File: config.mk
export PLATFORM = sky130hd
export DESIGN_NAME = div_sequencer_flat
export DESIGN_NICKNAME = d
export VERILOG_FILES = /design/src/rtl/div_sequencer_if.sv /design/src/rtl/div_sequencer.sv /design/src/flat_wrapper.sv
export SDC_FILE = /design/constraint.sdc
export NUM_CORES = 1
export LEC_CHECK = 0
export ABC_AREA = 1
export BUFFER_PORTS_ARGS = -buffer_cell sky130_fd_sc_hd__buf_4
export CAP_MARGIN = 40
export CORE_ASPECT_RATIO = 0.8
export CORE_MARGIN = 4
export CORE_UTILIZATION = 25
export CTS_BUF_LIST = sky130_fd_sc_hd__clkbuf_8
export DETAILED_ROUTE_END_ITERATION = 10
export SLEW_MARGIN = 25
export SYNTH_ARGS = -nofsm -noshare
export SYNTH_HDL_FRONTEND = slang
export SYNTH_SLANG_ARGS = --single-unit
File: constraint.sdc
create_clock -name clk -period 4.52 [get_ports clk]
set_input_delay 0.452 -clock clk [delete_from_list [all_inputs] [get_ports clk]]
set_output_delay 0.452 -clock clk [all_outputs]
set_load 0.05 [all_outputs]
File: src/rtl/div_sequencer_if.sv
// div_sequencer_if: start/ready handshake and operand/result bus between the
// hazard unit (master) and the EX-stage divide sequencer (slave).
//
// Handshake: the master raises start (level) and holds it, together with
// stable signed_div/opdata1/opdata2, until it sees ready=1; operands are only
// sampled on the cycle the sequencer accepts. ready=1 marks result valid and
// stays high while start stays high; dropping start releases the unit, which
// clears ready and result on the following cycle. annul aborts any operation
// in flight and discards its result.
interface div_sequencer_if #(
  parameter int DATA_W = 32
);
  logic                  start;
  logic                  signed_div;
  logic [DATA_W-1:0]     opdata1;
  logic [DATA_W-1:0]     opdata2;
  logic                  annul;
  logic [2*DATA_W-1:0]   result;
  logic                  ready;

  modport master (
    output start, signed_div, opdata1, opdata2, annul,
    input  result, ready
  );

  modport slave (
    input  start, signed_div, opdata1, opdata2, annul,
    output result, ready
  );
endinterface

File: src/rtl/div_sequencer.sv
// div_sequencer: multi-cycle signed/unsigned divide for the EX stage.
// Radix-2 restoring shift-subtract on operand magnitudes, one quotient bit per
// cycle, with sign fix-up in a final cycle. Result is {remainder, quotient}.
// Optional macro DIV_EARLY_OUT_EN: when |dividend| < |divisor| the answer is
// known at accept time (quotient 0, remainder = dividend) and the iterative
// phase is skipped.
module div_sequencer #(
  parameter int DATA_W = 32
) (
  input  logic               clk,
  input  logic               rst,
  div_sequencer_if.slave     bus,
  output logic [1:0]         dbg_state_o
);

  localparam int CNT_W = $clog2(DATA_W) + 1;
  localparam logic [CNT_W-1:0] CNT_LAST = CNT_W'(DATA_W);

  typedef enum logic [1:0] {
    S_FREE   = 2'd0,
    S_BYZERO = 2'd1,
    S_ON     = 2'd2,
    S_END    = 2'd3
  } state_t;

  state_t              state_q, state_d;
  logic [CNT_W-1:0]    cnt_q, cnt_d;
  logic [DATA_W-1:0]   rem_q, rem_d;      // partial remainder
  logic [DATA_W-1:0]   quo_q, quo_d;      // dividend shifting out, quotient shifting in
  logic [DATA_W-1:0]   dvs_q, dvs_d;      // divisor magnitude
  logic                sign1_q, sign1_d;  // original dividend sign
  logic                sign2_q, sign2_d;  // original divisor sign
  logic                sgn_q, sgn_d;      // operation is signed
  logic                ready_q, ready_d;
  logic [2*DATA_W-1:0] result_q, result_d;

  // Operand magnitudes; only meaningful on the accept cycle.
  logic [DATA_W-1:0]   op1_abs, op2_abs;
  // One restoring step: the shifted remainder needs one extra bit because the
  // divisor magnitude may exceed 2^(DATA_W-1).
  logic [DATA_W:0]     rem_sh;
  logic                no_borrow;
  // Sign-corrected final values.
  logic [DATA_W-1:0]   quo_fin, rem_fin;

  assign op1_abs = (bus.signed_div && bus.opdata1[DATA_W-1]) ? (DATA_W'(0) - bus.opdata1) : bus.opdata1;
  assign op2_abs = (bus.signed_div && bus.opdata2[DATA_W-1]) ? (DATA_W'(0) - bus.opdata2) : bus.opdata2;
  assign rem_sh    = {rem_q, quo_q[DATA_W-1]};
  assign no_borrow = (rem_sh >= {1'b0, dvs_q});
  assign quo_fin   = (sgn_q && (sign1_q ^ sign2_q)) ? (DATA_W'(0) - quo_q) : quo_q;
  assign rem_fin   = (sgn_q && sign1_q) ? (DATA_W'(0) - rem_q) : rem_q;

  assign bus.ready   = ready_q;
  assign bus.result  = result_q;
  assign dbg_state_o = state_q;

  // State and datapath registers; reset overrides everything.
  always_ff @(posedge clk) begin
    if (rst) begin
      state_q  <= S_FREE;
      cnt_q    <= '0;
      rem_q    <= '0;
      quo_q    <= '0;
      dvs_q    <= '0;
      sign1_q  <= 1'b0;
      sign2_q  <= 1'b0;
      sgn_q    <= 1'b0;
      ready_q  <= 1'b0;
      result_q <= '0;
    end else begin
      state_q  <= state_d;
      cnt_q    <= cnt_d;
      rem_q    <= rem_d;
      quo_q    <= quo_d;
      dvs_q    <= dvs_d;
      sign1_q  <= sign1_d;
      sign2_q  <= sign2_d;
      sgn_q    <= sgn_d;
      ready_q  <= ready_d;
      result_q <= result_d;
    end
  end

  // Next-state, datapath step and registered-output logic.
  always_comb begin
    state_d  = state_q;
    cnt_d    = cnt_q;
    rem_d    = rem_q;
    quo_d    = quo_q;
    dvs_d    = dvs_q;
    sign1_d  = sign1_q;
    sign2_d  = sign2_q;
    sgn_d    = sgn_q;
    ready_d  = ready_q;
    result_d = result_q;

    case (state_q)
      S_FREE: begin
        ready_d  = 1'b0;
        result_d = '0;
        if (bus.start && !bus.annul) begin
          if (bus.opdata2 == '0) begin
            state_d = S_BYZERO;
          end else begin
            rem_d   = '0;
            quo_d   = op1_abs;
            dvs_d   = op2_abs;
            sign1_d = bus.opdata1[DATA_W-1];
            sign2_d = bus.opdata2[DATA_W-1];
            sgn_d   = bus.signed_div;
            cnt_d   = '0;
            state_d = S_ON;
`ifdef DIV_EARLY_OUT_EN
            // Quotient is trivially zero; remainder is the dividend as given.
            if (op1_abs < op2_abs) begin
              state_d  = S_END;
              ready_d  = 1'b1;
              result_d = {bus.opdata1, {DATA_W{1'b0}}};
            end
`endif
          end
        end
      end

      S_BYZERO: begin
        state_d  = S_END;
        ready_d  = 1'b1;
        result_d = '0;
      end

      S_ON: begin
        if (cnt_q < CNT_LAST) begin
          if (no_borrow) begin
            rem_d = rem_sh[DATA_W-1:0] - dvs_q;
            quo_d = {quo_q[DATA_W-2:0], 1'b1};
          end else begin
            rem_d = rem_sh[DATA_W-1:0];
            quo_d = {quo_q[DATA_W-2:0], 1'b0};
          end
          cnt_d = cnt_q + 1'b1;
        end else begin
          result_d = {rem_fin, quo_fin};
          ready_d  = 1'b1;
          state_d  = S_END;
        end
      end

      S_END: begin
        if (!bus.start) begin
          state_d  = S_FREE;
          ready_d  = 1'b0;
          result_d = '0;
        end
      end

      default: begin
        state_d  = S_FREE;
        ready_d  = 1'b0;
        result_d = '0;
      end
    endcase

    // A flush discards whatever is in flight, including a finished result.
    if (bus.annul && (state_q != S_FREE)) begin
      state_d  = S_FREE;
      ready_d  = 1'b0;
      result_d = '0;
    end
  end

endmodule

File: src/flat_wrapper.sv
// flat-port wrapper written by rule: the top's interface ports become plain ports
module div_sequencer_flat 
#(
  parameter int DATA_W = 32
)
  (clk, rst, dbg_state_o, bus_start, bus_signed_div, bus_opdata1, bus_opdata2, bus_annul, bus_result, bus_ready);
  div_sequencer_if #(.DATA_W(DATA_W)) bus_i ();
  input  logic clk;
  input  logic rst;
  output logic [1:0] dbg_state_o;
  input wire logic [$bits(bus_i.start)-1:0] bus_start;
  input wire logic [$bits(bus_i.signed_div)-1:0] bus_signed_div;
  input wire logic [$bits(bus_i.opdata1)-1:0] bus_opdata1;
  input wire logic [$bits(bus_i.opdata2)-1:0] bus_opdata2;
  input wire logic [$bits(bus_i.annul)-1:0] bus_annul;
  output wire logic [$bits(bus_i.result)-1:0] bus_result;
  output wire logic [$bits(bus_i.ready)-1:0] bus_ready;
  assign bus_i.start = bus_start;
  assign bus_i.signed_div = bus_signed_div;
  assign bus_i.opdata1 = bus_opdata1;
  assign bus_i.opdata2 = bus_opdata2;
  assign bus_i.annul = bus_annul;
  assign bus_result = bus_i.result;
  assign bus_ready = bus_i.ready;
  div_sequencer #(.DATA_W(DATA_W)) u_core (.clk(clk), .rst(rst), .bus(bus_i), .dbg_state_o(dbg_state_o));
endmodule
# Yosys cells after proc, flatten, opt, wreduce, memory -nomap -nowiden

Cells that the tools add are included.

Logic and storage cells: 74
Output and inout bits: 67
Register bits: 172
Input bits: 69

Reductions and logical operators: 17
Add/sub/neg operators: 6
Bitwise logic cells: 2
$lt $le $gt $ge: 2
Muxes and demuxes: 29
Equality and inequality tests: 8

Operator list:

| operator                                               | count |
|---|---|
| two-way mux 32 bit                                     | 11 |
| one-hot mux 64 bit (3 select lines)                    | 1 |
| two-way mux 64 bit                                     | 2 |
| one-hot mux 32 bit (2 select lines)                    | 2 |
| subtractor 1 x 32 -> 32 bit (first input constant)     | 4 |
| >= comparator 33 x 32 -> 1 bit                         | 1 |
| logical NOT 32 bit                                     | 1 |
| subtractor 32 bit                                      | 1 |
| two-way mux 6 bit                                      | 3 |
| one-hot mux 6 bit (2 select lines)                     | 1 |
| two-way mux 2 bit                                      | 4 |
| one-hot mux 2 bit (4 select lines)                     | 1 |
| adder 6 x 1 -> 6 bit (second input constant)           | 1 |
| logical AND 1 bit                                      | 6 |
| < comparator 6 bit (second input constant)             | 1 |
| inequality test 2 bit (second input constant)          | 3 |
| AND reduction 3 bit                                    | 2 |
| == test 2 bit (second input constant)                  | 2 |
| inequality test 2 x 1 -> 1 bit (second input constant) | 2 |
| one-hot mux 1 bit (4 select lines)                     | 1 |
| AND reduction 4 bit                                    | 1 |
| nonzero test 2 bit                                     | 2 |
| OR reduction 2 bit                                     | 2 |
| two-way mux 1 bit                                      | 3 |
| other kinds (6)                                        | 6 |

# Longest topological paths before layout

Gate-level depths: netlist of the first run.

Word-level depth: 5
Gate-level depth with buffers: 17
Depth with buffers taken out: 16

# Worst setup path before layout of the first run

Ideal clock, no wire load.

Path type: flip-flop to flip-flop
Start: register u_core.state_q[0] (netlist: u_core.dbg_state_o[0])
End: register u_core.result_q[24] (netlist: u_core.bus.result[24])
Cell stages (with the launch flop): 9
Period minus slack after synthesis: 2.190 ns
Library setup time: 0.132 ns
Data required time: 4.388 ns
Path buffers: 2
Slack: 2.330 ns
Arrival time: 2.058 ns
Path through: dfxtp_1 > inv_1 > ha_1 > a21oi_1 > inv_1 > buf_2 > buf_1 > nand2_1 > a21oi_1

Word-level cells in the longest chain between the ends: 3

RTL lines:

| item                                                        | RTL line            | RTL |
|---|---|---|
| from (decl)                                                 | div_sequencer.sv:26 | `state_t state_q, state_d;` |
| from (signal assigned)                                      | div_sequencer.sv:71 | `state_q <= state_d;` |
| == test 2 x 1 -> 1 bit (tied with other cells)              | div_sequencer.sv:97 | `case (state_q)` |
| OR reduction 2 bit (no line) (tied with other cells)        | -                   |  |
| one-hot mux 64 bit (3 select lines) (tied with other cells) | div_sequencer.sv:97 |  |
| to (signal assigned)                                        | div_sequencer.sv:80 | `result_q <= result_d;` |
| to (decl)                                                   | div_sequencer.sv:35 | `logic [2*DATA_W-1:0] result_q, result_d;` |

Several ways; a longest one is shown, not always the timed one.
A chain may end at the register's enable or synchronous reset.

# Worst setup path in the final report of the first run

Start: register u_core.rem_q[18]
End: register u_core.rem_q[16]

Word-level cells in the longest chain between the ends: 4

RTL lines:

| item                                | RTL line             | RTL |
|---|---|---|
| from (decl)                         | div_sequencer.sv:28  | `logic [DATA_W-1:0] rem_q, rem_d;` |
| from (signal assigned)              | div_sequencer.sv:73  | `rem_q <= rem_d;` |
| >= comparator 33 x 32 -> 1 bit      | div_sequencer.sv:49  | `assign no_borrow = (rem_sh >= {1'b0, dvs_q});` |
| two-way mux 32 bit                  | div_sequencer.sv:133 | `if (no_borrow) begin` |
| two-way mux 32 bit                  | div_sequencer.sv:132 | `if (cnt_q < CNT_LAST) begin` |
| one-hot mux 32 bit (2 select lines) | div_sequencer.sv:97  |  |

Every way passes these cells. The select of a mux whose other input is x is not followed.

==> results of run 1 <==
==> registers in the layout (all words and copies together) (netlist names) <==
| register | cells |
|---|---|
| u_core.sgn_q | 1 |
| u_core.bus.result | 64 |
| u_core.dbg_state_o | 2 |
| u_core.sign2_q | 1 |
| u_core.sign1_q | 1 |
| u_core.dvs_q | 32 |
| u_core.cnt_q | 6 |
| u_core.bus.ready | 1 |
| u_core.rem_q | 32 |
| u_core.quo_q | 32 |
==> cell families after synthesis <==
| logic type | share of synthesized area [%] |
|---|---|
| simple gates | 37.8 |
| xor+xnor | 4.10 |
| buf+inv | 12.0 |
| compound gates | 15.1 |
| flops | 26.9 |
| fa+ha+maj | 4.16 |
==> where the power goes <==
group / internal (mW) / switching (mW) / total [mW]
combinational: 0.787 / 1.86 / 2.65
clock: 0.431 / 0.727 / 1.16
sequential: 1.67 / 0.221 / 1.89
total: 2.89 / 2.81 / 5.70
==> cells in the mapped netlist, drive strengths merged (3+ instances only) <==
cell type | n | area (um^2)
a21o | 4 | 30.0
a21oi | 198 | 1020
a22oi | 3 | 27.5
a31oi | 20 | 125
buf | 43 | 290
clkbuf | 30 | 114
clkinv | 7 | 26.3
dfxtp | 172 | 3440
ha | 41 | 513
inv | 296 | 1110
nand2 | 670 | 2550
nand3 | 210 | 1090
nand3b | 9 | 67.6
nand4 | 26 | 169
nor2 | 175 | 699
nor3 | 28 | 165
nor4 | 9 | 56.3
o211ai | 3 | 22.5
o21a | 6 | 45.0
o21ai | 116 | 581
o21bai | 6 | 45.0
or2 | 4 | 25.0
xnor2 | 20 | 175
xor2 | 40 | 350
==> metal layers <==
metal	track usage, %	wire (um)
met1	24.5	22400
met2	22.8	18200
met3	3.40	3510
met4	2.93	573
met5	0	13
==> worst reg2reg max path: cells and delay by family, from the launching register on <==
family | cells | cell delay [ns]
AO/OA/AOI/OAI | 1 | 0.12
adder cells (fa/ha/maj) | 1 | 0.37
buffers and inverters | 1 | 0.04
flip-flops | 1 | 0.56
AND/OR/NAND/NOR | 11 | 1.55
==> cell type report <==
| type | count | area [um^2] | area share, % |
|---|---|---|---|
| multi-input combinational | 1595 | 7840 | 52.9 |
| sequential | 172 | 3440 | 23.2 |
| inverter | 303 | 1140 | 7.67 |
| timing repair buffer | 148 | 1140 | 7.66 |
| tap | 675 | 845 | 5.70 |
| clock buffer | 17 | 234 | 1.58 |
| clock inverter | 15 | 190 | 1.28 |
==> final timing paths <==
kind                           end  slack [ns]  cells after the start
hold / removal      u_core.sign2_q        0.22                      3
setup reg to reg  u_core.rem_q[16]        1.81                     14
hold reg to reg    u_core.dvs_q[4]        0.47                      2
setup / recovery  u_core.rem_q[16]        1.81                     14
==> per-stage QoR <==
stage / utilization, % / instances / hold WS, ns / cell area, um^2 / setup WS [ns]
2_1_floorplan: - / 2143 / 0.432 / 12800 / 2.33
3_3_place_gp: 28.7 / 2892 / 0.450 / 14400 / 1.71
3_5_place_dp: 28.7 / 2893 / 0.453 / 14400 / 1.74
4_1_cts: 29.6 / 2925 / 0.195 / 14800 / 1.84
5_1_grt: 29.6 / 2925 / 0.209 / 14800 / 1.49
6_report: 29.6 / 2925 / 0.221 / 14800 / 1.81
==> parameters.txt, run 1 <==
Parameter                              Value

Finish
  Leading cell type in the layout, fill and taps excluded    sky130_fd_sc_hd__nand2_1
  Most frequent cells in the layout    657 x sky130_fd_sc_hd__nand2_1, 283 x sky130_fd_sc_hd__inv_1, 202 x sky130_fd_sc_hd__nand3_1
  Layout overhead on the synthesized area    15.8%
  Proportion of layout cells with a drive suffix above 1    10.9%
  Fillers    5717
  Nets    2348
  Antenna cell count    0

Routing
  Routed length per placed instance    around 15 um
  1st-pass router iterations    7
  Total detailed-routing wirelength    44.7 mm
  DR iter-0 viols    1351
  Vias per inst    between 4 and 5
  Post-route antenna net violation count    0
  Overall via count from detail_route    13800
  DRC viols    0

Run
  Max-cap violations    0

GRT
  Via count of the first global-routing pass    12200
  Global-route wire length before repair    69.7 mm
  Antenna violations before repair    1
  Pin count of the biggest net entering global routing    69
  GRT Residual Overflow    0
  Total GRT Usage    15.9%

Critical path
  Cell mode on critical path    sky130_fd_sc_hd__nand2_1
  Gate family responsible for the most delay along the worst path    simple AND/OR/NAND/NOR gates
  Worst setup path startpoint    u_core.rem_q[18]
  Launch point of the worst reg-to-reg path    u_core.rem_q[18]
  Kind of launch point of the worst setup path    flip-flop
  Cell-by-cell listing of the critical path    ha_1 > nand2_2 > inv_1 > nand2_1 > nand2_1 > nand2_1 > nand2_1 > nand2_1 > nand2_1 > nor2_4 > nand2_4 > nand2_1 > nand3_1 > a21oi_1
  Slowest cell on the critical path    sky130_fd_sc_hd__dfxtp_1
  Crit Path Max Fanout    33
  Worst path buffer plus inverter count    1
  Delay of the slowest cell on the worst path    0.56 ns
  Kind of end point of the critical path    flip-flop
  WS Path Type    flip-flop to flip-flop
  Data arrival time of the worst path    3.14 ns
  Required time reported for the critical path endpoint    4.95 ns

Logic synthesis
  Synthesized cell area    approximately 13000 um^2
  Number of enable flip-flop cells after synthesis    0
  Asr flop ratio synth    0%
  Syn_nets    2254
  Flip-flop and latch count after synthesis    roughly 170
  Most instantiated flip-flop cell in the synthesis netlist    sky130_fd_sc_hd__dfxtp_1
  Count of yosys warnings during synthesis    0
  Count of unique library cells instantiated by Yosys    46
  Share of synthesized area occupied by flip-flops and latches    between 20% and 30%
  Average cell area after synthesis    5.98 um^2
  Instance count of the mapped netlist    2143

Hold path
  Startpoint of the tightest hold check path    bus_opdata2[31]
  Worst min-delay path class    input port to flip-flop

Clock tree
  TritonCTS sink count    172
  Number of hold-repair buffers added at the cts stage    0
  Root Buffer    sky130_fd_sc_hd__clkbuf_8
  Setup bufs post-CTS    0
  Count of cells resized by post-cts repair    0
  Deepest clock path buffer count    2
  CTS tree    built
  Total CTS buffers    17
  Clock-pin slew reported for the worst setup and hold paths after clock tree synthesis    roughly 0.11 ns
  Clock latency on the worst-skew pair    0.51 ns
  H-tree Lvls    4

Timing
  RSZ-0062 raised after global routing    false
  Highest achievable clock rate    0.369 GHz
  Hold Vio Cnt, Final    0
  Setup_tns    0 ns
  Final Max Tran Viols    0
  Worst slew pin tran    between 0.8 and 0.9 ns
  Tcrit/Tclk final    around 60%
  Final Setup Violations    0
  Final clock skew    0.0204 ns
  Worst relative slew slack    45.6%
  Min Clock Period, post-route    ~2.7 ns

Floorplanning
  Number of cell rows    73
  Die W    261 um
  Std-Cell Core Area    50100 um^2
  Die boundary height    between 200 and 250 um
  Full die area    54900 um^2
  Top Ports    136
  Starting Density    25.5%

Power and ir drop
  Leakage dissipation    between 6 and 7 nW
  Total design power    5.70 mW
  Areal power density over the cells    roughly 380 nW/um^2
  Maximum vdd drop    201 uV

Place
  Half-perimeter wire length of the detailed placement result    35.6 mm
  Number of buffers inserted by port buffering    135
  Routability congestion estimate from global placement    0.932

Run status
  Result of the run    completed
Note: power is estimated with default switching activity, not from simulation.
==> run 2: changes to the inputs <==
Clock period 4.52 ns to 2.4 ns, I/O delays scaled along.
==> run 2 against run 1 <==
Effect of this change: worst hold slack got worse by 0.16 ns; non-clock buffer count up 109; die area is the same; power grew 100%.
==> parameters.txt, run 2 (synthesis results as in run 1) <==
Parameter                              Value

GRT
  GRT Residual Overflow    0 (unchanged)
  Fraction of met3 tracks used by global routing    2.50% (-0.90 points)
  GR Util met1    25.4% (+0.89 points)
  Global-route wire length before repair    70.7 mm (+1.5%)
  Pin count of the biggest net entering global routing    69 (unchanged)
  Antenna violations before repair    0 (-1)
  Via count of the first global-routing pass    12500 (+2.1%)
  Most used routing layer in global routing    met1
  Total GRT Usage    16.2% (+0.26 points)
  Met2 track utilization from global routing    23.0% (+0.23 points)

Clock tree
  Clock-pin slew reported for the worst setup and hold paths after clock tree synthesis    0.10 ns (about the same)
  TritonCTS sink count    172 (unchanged)
  Clock latency on the worst-skew pair    0.52 ns (about the same)
  Root Buffer    sky130_fd_sc_hd__clkbuf_8
  H-tree Lvls    4 (unchanged)
  Total CTS buffers    17 (unchanged)
  CTS tree    built
  Deepest clock path buffer count    2 (unchanged)

Place
  Half-perimeter wire length of the detailed placement result    36.7 mm (+3.1%)
  Worst slack after detailed placement    -0.0903 ns (-1.83 ns)
  Number of buffers inserted by port buffering    135 (unchanged)
  Cell count after placement    2991 (+3.4%)
  Routability congestion estimate from global placement    0.938 (+0.64%)

Finish
  Layout overhead on the synthesized area    24.9%
  Antenna cell count    0 (unchanged)
  Combined area of the multi-input logic cells    8100 um^2 (+3.3%)
  Fillers    5535 (-3.2%)
  Largest register FFs    64 (unchanged)
  Most frequent cells in the layout    653 x sky130_fd_sc_hd__nand2_1, 284 x sky130_fd_sc_hd__inv_1, 239 x sky130_fd_sc_hd__buf_4
  Post-Layout Cell Count    3034 (+3.7%)
  Leading cell type in the layout, fill and taps excluded    sky130_fd_sc_hd__nand2_1
  Nets    2458 (+4.7%)
  Storage cell area    3450 um^2 (about the same)
  Proportion of layout cells with a drive suffix above 1    16.3% (+5.4 points)

Power and ir drop
  Power share of the combinational group    50.3% (+3.8 points)
  Net switching power of the design    5.31 mW (+89%)
  Leakage dissipation    7.52 nW (+8.8%)
  Clock group share of total power    19.1% (-1.2 points)
  Maximum vdd drop    492 uV (+150%)
  Internal Pwr Total    6.10 mW (+110%)
  Seq pwr share    30.7% (-2.5 points)
  Switching Share    46.5% (-2.8 points)
  Areal power density over the cells    713 nW/um^2 (+85%)
  Total design power    11.4 mW (+100%)

Hold path
  Hold Path Cell Cnt    4 (+1)
  Startpoint of the tightest hold check path    bus_opdata1[13]
  Worst min-delay path class    input port to flip-flop
  Hold-critical path endpoint    u_core.quo_q[13]

Critical path
  Kind of launch point of the worst setup path    flip-flop
  Worst flop-to-flop path endpoint    u_core.rem_q[24]
  Launch point of the worst reg-to-reg path    u_core.dvs_q[25]
  Data arrival time of the worst path    2.65 ns (-0.49 ns)
  Delay of the slowest cell on the worst path    0.34 ns (-0.22 ns)
  Kind of end point of the critical path    flip-flop
  Required time reported for the critical path endpoint    2.78 ns (-2.17 ns)
  Crit Path Max Fanout    15 (-55%)
  Register-to-register path setup slack    0.13 ns (-1.68 ns)
  Cell-by-cell listing of the critical path    inv_1 > ha_4 > nand2_1 > nor2_4 > nand2_1 > nor2_1 > nand2_2 > nor2_4 > nor2_4 > nand2_8 > buf_12 > nand2_1 > nand3_1 > a21oi_1
  Slowest cell on the critical path    sky130_fd_sc_hd__dfxtp_1
  WS Path Type    flip-flop to flip-flop
  R2R cell count    14 (unchanged)

Routing
  Overall via count from detail_route    14100 (+2.4%)
  DR iter-0 viols    1371 (+1.5%)
  Total detailed-routing wirelength    45.7 mm (+2.3%)
  Post-route antenna net violation count    0 (unchanged)
  1st-pass router iterations    6 (-1)
  Vias per inst    4.65 (-1.3%)
  DRC viols    0 (unchanged)
  Routed length per placed instance    15.1 um (-1.3%)

Floorplanning
  Full die area    54900 um^2 (unchanged)
  Starting Density    25.5% (unchanged)
  Top Ports    136 (unchanged)
  Std-Cell Core Area    50100 um^2 (unchanged)
  Number of cell rows    73 (unchanged)
  Die W    261 um (unchanged)
  Die boundary height    210 um (unchanged)

Timing
  Final Setup Violations    0 (unchanged)
  Tcrit/Tclk final    94.5% (+35 points)
  Min Clock Period, post-route    2.27 ns (-0.441 ns)
  Final clock skew    0.0247 ns (+0.00422 ns)
  Hold Vio Cnt, Final    0 (unchanged)
  Worst slew pin tran    0.736 ns (-0.0801 ns)
  Final Max Tran Viols    0 (unchanged)
  Highest achievable clock rate    0.441 GHz (+19%)
  Post-route setup slack    0.131 ns (-1.68 ns)
  Setup_tns    0 ns (unchanged)
  Worst relative slew slack    50.5% (+4.9 points)

Run status
  Result of the run    completed

Run
  Max-cap violations    0 (unchanged)
==> run 2: changes by cell type in the layout (fill, tap and decap cells not counted), moves of 4 or more <==
cell                            before  now
sky130_fd_sc_hd__nor2_1            162  155
sky130_fd_sc_hd__ha_2                0    6
sky130_fd_sc_hd__ha_4                0   11
sky130_fd_sc_hd__nor2_2             10   16
sky130_fd_sc_hd__clkinv_8            6    0
sky130_fd_sc_hd__buf_4             146  239
sky130_fd_sc_hd__nand2_1           657  653
sky130_fd_sc_hd__buf_12              2    8
sky130_fd_sc_hd__ha_1               41   24
sky130_fd_sc_hd__dlygate4sd3_1       0    7
==> run 2: area by class of cell <==
| class | instances | area share, % |
|---|---|---|
| Multi-Input combinational cell | 1596 | 50.6 |
| Sequential cell | 172 | 21.5 |
| Timing Repair Buffer | 257 | 13.0 |
| Inverter | 303 | 7.11 |
| Tap cell | 675 | 5.28 |
| Clock buffer | 17 | 1.46 |
| Clock inverter | 14 | 0.985 |
==> run 2: critical path: cells and delay by family, from the launching register on <==
family,cells,cell delay (ns)
AND/OR/NAND/NOR,10,1.07
adder cells (fa/ha/maj),1,0.34
buffers and inverters,2,0.30
AO/OA/AOI/OAI,1,0.06
flip-flops,1,0.34
==> run 2: worst max path at each step <==
stage / start / end / slack, ns / cells past startpoint
6_report: u_core.dvs_q[25] / u_core.rem_q[24] / 0.13 / 14
4_1_cts: u_core.dvs_q[25] / u_core.rem_q[31] / 0.007 / 15
3_5_place_dp: bus_opdata2[0] / u_core.cnt_q[4] / -0.09 / 15
3_3_place_gp: bus_opdata2[0] / u_core.quo_q[6] / -0.11 / 13
2_1_floorplan: u_core.dbg_state_o[0] / u_core.bus.result[24] / 0.21 / 8
5_1_grt: u_core.dvs_q[12] / u_core.rem_q[24] / -0.006 / 16
==> run 2: what timing repair did <==
action,CTS,global route
endpoints found under the setup margin,0,68
hold buffers,7,0
resized for setup,0,57
endpoints found under the hold margin,8,0
setup buffers,0,4
==> run 2: layer usage <==
layer | share of wire [%] | vias up
li1 | - | 7299
met1 | 51 | 6373
met2 | 41 | 384
met3 | 6.3 | 38
met4 | 1.5 | 0
met5 | 0 | -
==> run 2: power groups by stage <==
stage,logic [mW],clock network [mW],registers [mW]
after floorplan,3.70,0,3.51
after global placement,5.38,0,3.55
after detailed placement,5.40,0,3.55
after CTS,5.43,2.23,3.48
after global routing,6.40,2.34,3.54
final,5.73,2.17,3.50
==> run 2: stage by stage <==
step	util [%]	hold slack [ns]	instance area, um^2
after floorplan	-	0.378	12800
after global placement	30.3	0.456	15200
after detailed placement	30.3	0.456	15200
after CTS	31.2	0.00177	15700
after global routing	31.9	0.0342	16000
final	31.9	0.0587	16000
==> run 3: changes to the inputs <==
Settings changed: SETUP_SLACK_MARGIN from default to 0.5.
Clock period 2.4 ns to 2.45 ns, I/O delays scaled along.
==> run 3 against run 2 <==
Effect of this change: core utilization is 2.9 points higher; design area is 9.0% higher; register-to-register slack better by 0.12 ns; first-iteration DRC count is 6.2% higher; sequential cell count stayed put; worst hold slack worse by 0.021 ns; routed wire length is 9.0% higher; count of clock-buffer cells in the layout stayed put; fmax is 3.4% higher; clock skew is 0.00051 ns higher; power is 8.4% higher; die area stayed put; highest routed layer is now met5.
==> parameters.txt, run 3 (synthesis results as in run 1) <==
Parameter                              Value

Critical path
  Delay of the slowest cell on the worst path    0.34 ns (about the same)
  Kind of launch point of the worst setup path    flip-flop
  Cell mode on critical path    sky130_fd_sc_hd__nor2_4
  Crit Path Max Fanout    8 (-7)
  Required time reported for the critical path endpoint    2.87 ns (+0.09 ns)
  Data arrival time of the worst path    2.62 ns (-0.03 ns)
  Cell-by-cell listing of the critical path    inv_2 > ha_4 > nand2_4 > nor2_4 > nand2_2 > nor2_4 > nand2_2 > nor2_4 > nor2_4 > buf_6 > buf_12 > clkbuf_16 > nand3_1 > nand3_1 > a21oi_1
  Slowest cell on the critical path    sky130_fd_sc_hd__dfxtp_2
  Kind of end point of the critical path    flip-flop
  WS Path Type    flip-flop to flip-flop

Place
  Half-perimeter wire length of the detailed placement result    37.0 mm (+0.74%)
  Routability congestion estimate from global placement    0.940 (+0.22%)
  Cell count after placement    2952 (-1.3%)
  Worst slack after detailed placement    -0.0317 ns (+0.0586 ns)
  Number of buffers inserted by port buffering    135 (unchanged)

GRT
  Antenna violations before repair    0 (unchanged)
  Via count of the first global-routing pass    12700 (+1.7%)
  Global-route wire length before repair    72.6 mm (+2.6%)
  Pin count of the biggest net entering global routing    69 (unchanged)
  GRT Residual Overflow    0 (unchanged)
  Total GRT Usage    16.7% (+0.50 points)

Power and ir drop
  Power share of the combinational group    55.2% (+4.9 points)
  Clock group share of total power    16.4% (-2.7 points)
  Areal power density over the cells    709 nW/um^2 (-0.48%)
  Leakage dissipation    7.97 nW (+6.0%)
  Switching Share    46.7% (+0.18 points)
  Maximum vdd drop    329 uV (-33%)
  Net switching power of the design    5.77 mW (+8.8%)
  Internal Pwr Total    6.59 mW (+8.1%)
  Seq pwr share    28.3% (-2.4 points)

Routing
  1st-pass router iterations    8 (+2)
  Post-route antenna net violation count    0 (unchanged)
  Vias per inst    4.79 (+3.1%)
  Routed length per placed instance    16.3 um (+7.9%)
  Overall via count from detail_route    14700 (+4.1%)
  DRC viols    0 (unchanged)
  DR iter-0 viols    1456 (+6.2%)
  Total detailed-routing wirelength    49.8 mm (+9.0%)

Floorplanning
  Full die area    54900 um^2 (unchanged)
  Die boundary height    210 um (unchanged)
  Starting Density    25.5% (unchanged)
  Die W    261 um (unchanged)
  Number of cell rows    73 (unchanged)
  Std-Cell Core Area    50100 um^2 (unchanged)
  Top Ports    136 (unchanged)

Timing
  Final Setup Violations    0 (unchanged)
  Min Clock Period, post-route    2.20 ns (-0.0736 ns)
  Final Max Tran Viols    0 (unchanged)
  Worst slew pin tran    0.804 ns (+0.0681 ns)
  Setup_tns    0 ns (unchanged)
  Final clock skew    0.0252 ns (+0.000510 ns)
  RSZ-0062 raised after global routing    true
  Tcrit/Tclk final    89.6% (-4.9 points)
  Hold Vio Cnt, Final    0 (unchanged)
  Post-route setup slack    0.255 ns (+0.124 ns)
  Highest achievable clock rate    0.456 GHz (+3.4%)
  Worst relative slew slack    46.4% (-4.1 points)

Finish
  Antenna cell count    0 (unchanged)
  Nets    2489 (+1.3%)
  Most frequent cells in the layout    617 x sky130_fd_sc_hd__nand2_1, 263 x sky130_fd_sc_hd__inv_1, 244 x sky130_fd_sc_hd__buf_4
  Largest register FFs    64 (unchanged)
  Layout overhead on the synthesized area    36.1%
  Combined area of the multi-input logic cells    8890 um^2 (+9.7%)
  Fillers    5393 (-2.6%)
  Leading cell type in the layout, fill and taps excluded    sky130_fd_sc_hd__nand2_1
  Storage cell area    3520 um^2 (+2.2%)
  Proportion of layout cells with a drive suffix above 1    24.5% (+8.2 points)
  Post-Layout Cell Count    3064 (+0.99%)

Clock tree
  Root Buffer    sky130_fd_sc_hd__clkbuf_8
  Clock-pin slew reported for the worst setup and hold paths after clock tree synthesis    0.10 ns (about the same)
  Total CTS buffers    17 (unchanged)
  CTS tree    built
  Deepest clock path buffer count    2 (unchanged)
  H-tree Lvls    4 (unchanged)
  TritonCTS sink count    172 (unchanged)
  Clock latency on the worst-skew pair    0.50 ns (-0.02 ns)

Run status
  Result of the run    completed

Run
  Max-cap violations    0 (unchanged)

Hold path
  Worst min-delay path class    input port to flip-flop
[run 3: repair_timing]
item                                   in CTS  in global routing
cloned                                      3                 12
buffers inserted                           19                 41
endpoints found under the hold margin       5                  1
pin swaps                                  14                 63
gates resized for setup                   119                185
hold buffers                                6                  1
setup endpoints to repair                 107                124
[run 3: worst paths after layout]
path / end / slack (ns) / cells after the start / start
hold reg to reg: u_core.bus.result[55] / 0.47 / 2 / u_core.bus.result[55]
hold / removal: u_core.dvs_q[21] / 0.04 / 3 / bus_opdata2[21]
setup reg to reg: u_core.rem_q[0] / 0.25 / 15 / u_core.dvs_q[23]
setup / recovery: u_core.rem_q[0] / 0.25 / 15 / u_core.dvs_q[23]
[run 3: final cells by class]
type	count	area share (%)
Clock inverter	13	0.761
Inverter	303	6.83
Tap cell	675	4.85
Sequential cell	172	20.2
Timing Repair Buffer	286	14.9
Multi-Input combinational cell	1596	51.0
Clock buffer	17	1.34
Timing Repair inverter	2	0.100
[run 3: through the flow]
step | util (%) | hold slack (ns) | instance area [um^2] | total power [mW]
6_report | 34.8 | 0.0379 | 17400 | 12.4
5_1_grt | 34.8 | 0.0416 | 17400 | 13.1
4_1_cts | 32.2 | 0.00159 | 16200 | 11.3
3_5_place_dp | 29.8 | 0.451 | 14900 | 8.65
3_3_place_gp | 29.7 | 0.454 | 14900 | 8.62
2_1_floorplan | - | 0.383 | 12800 | 7.07
[run 3: worst max-delay path, delay by kind of cell, from the launching register on]
| kind | cells | cell delay [ns] |
|---|---|---|
| AOI/OAI and AO/OA | 1 | 0.14 |
| DFF | 1 | 0.34 |
| buffers and inverters | 4 | 0.48 |
| and+or+nand+nor | 9 | 0.84 |
| adders and majority gates | 1 | 0.30 |
[run 3: power groups by stage]
stage	logic, mW	registers, mW	clock network, mW
after floorplan	3.63	3.44	0
after global placement	5.12	3.49	0
after detailed placement	5.15	3.49	0
after CTS	5.73	3.44	2.08
after global routing	7.42	3.54	2.17
final	6.83	3.51	2.03
[run 3: layer usage]
| metal | up-vias | global-route usage (%) | routed length [um] |
|---|---|---|---|
| met5 | - | 0 | 83 |
| met4 | 2 | 3.20 | 824 |
| met3 | 52 | 3.87 | 4000 |
| met2 | 525 | 24.0 | 20800 |
| met1 | 6713 | 25.3 | 24200 |
| li1 | 7385 | - | - |
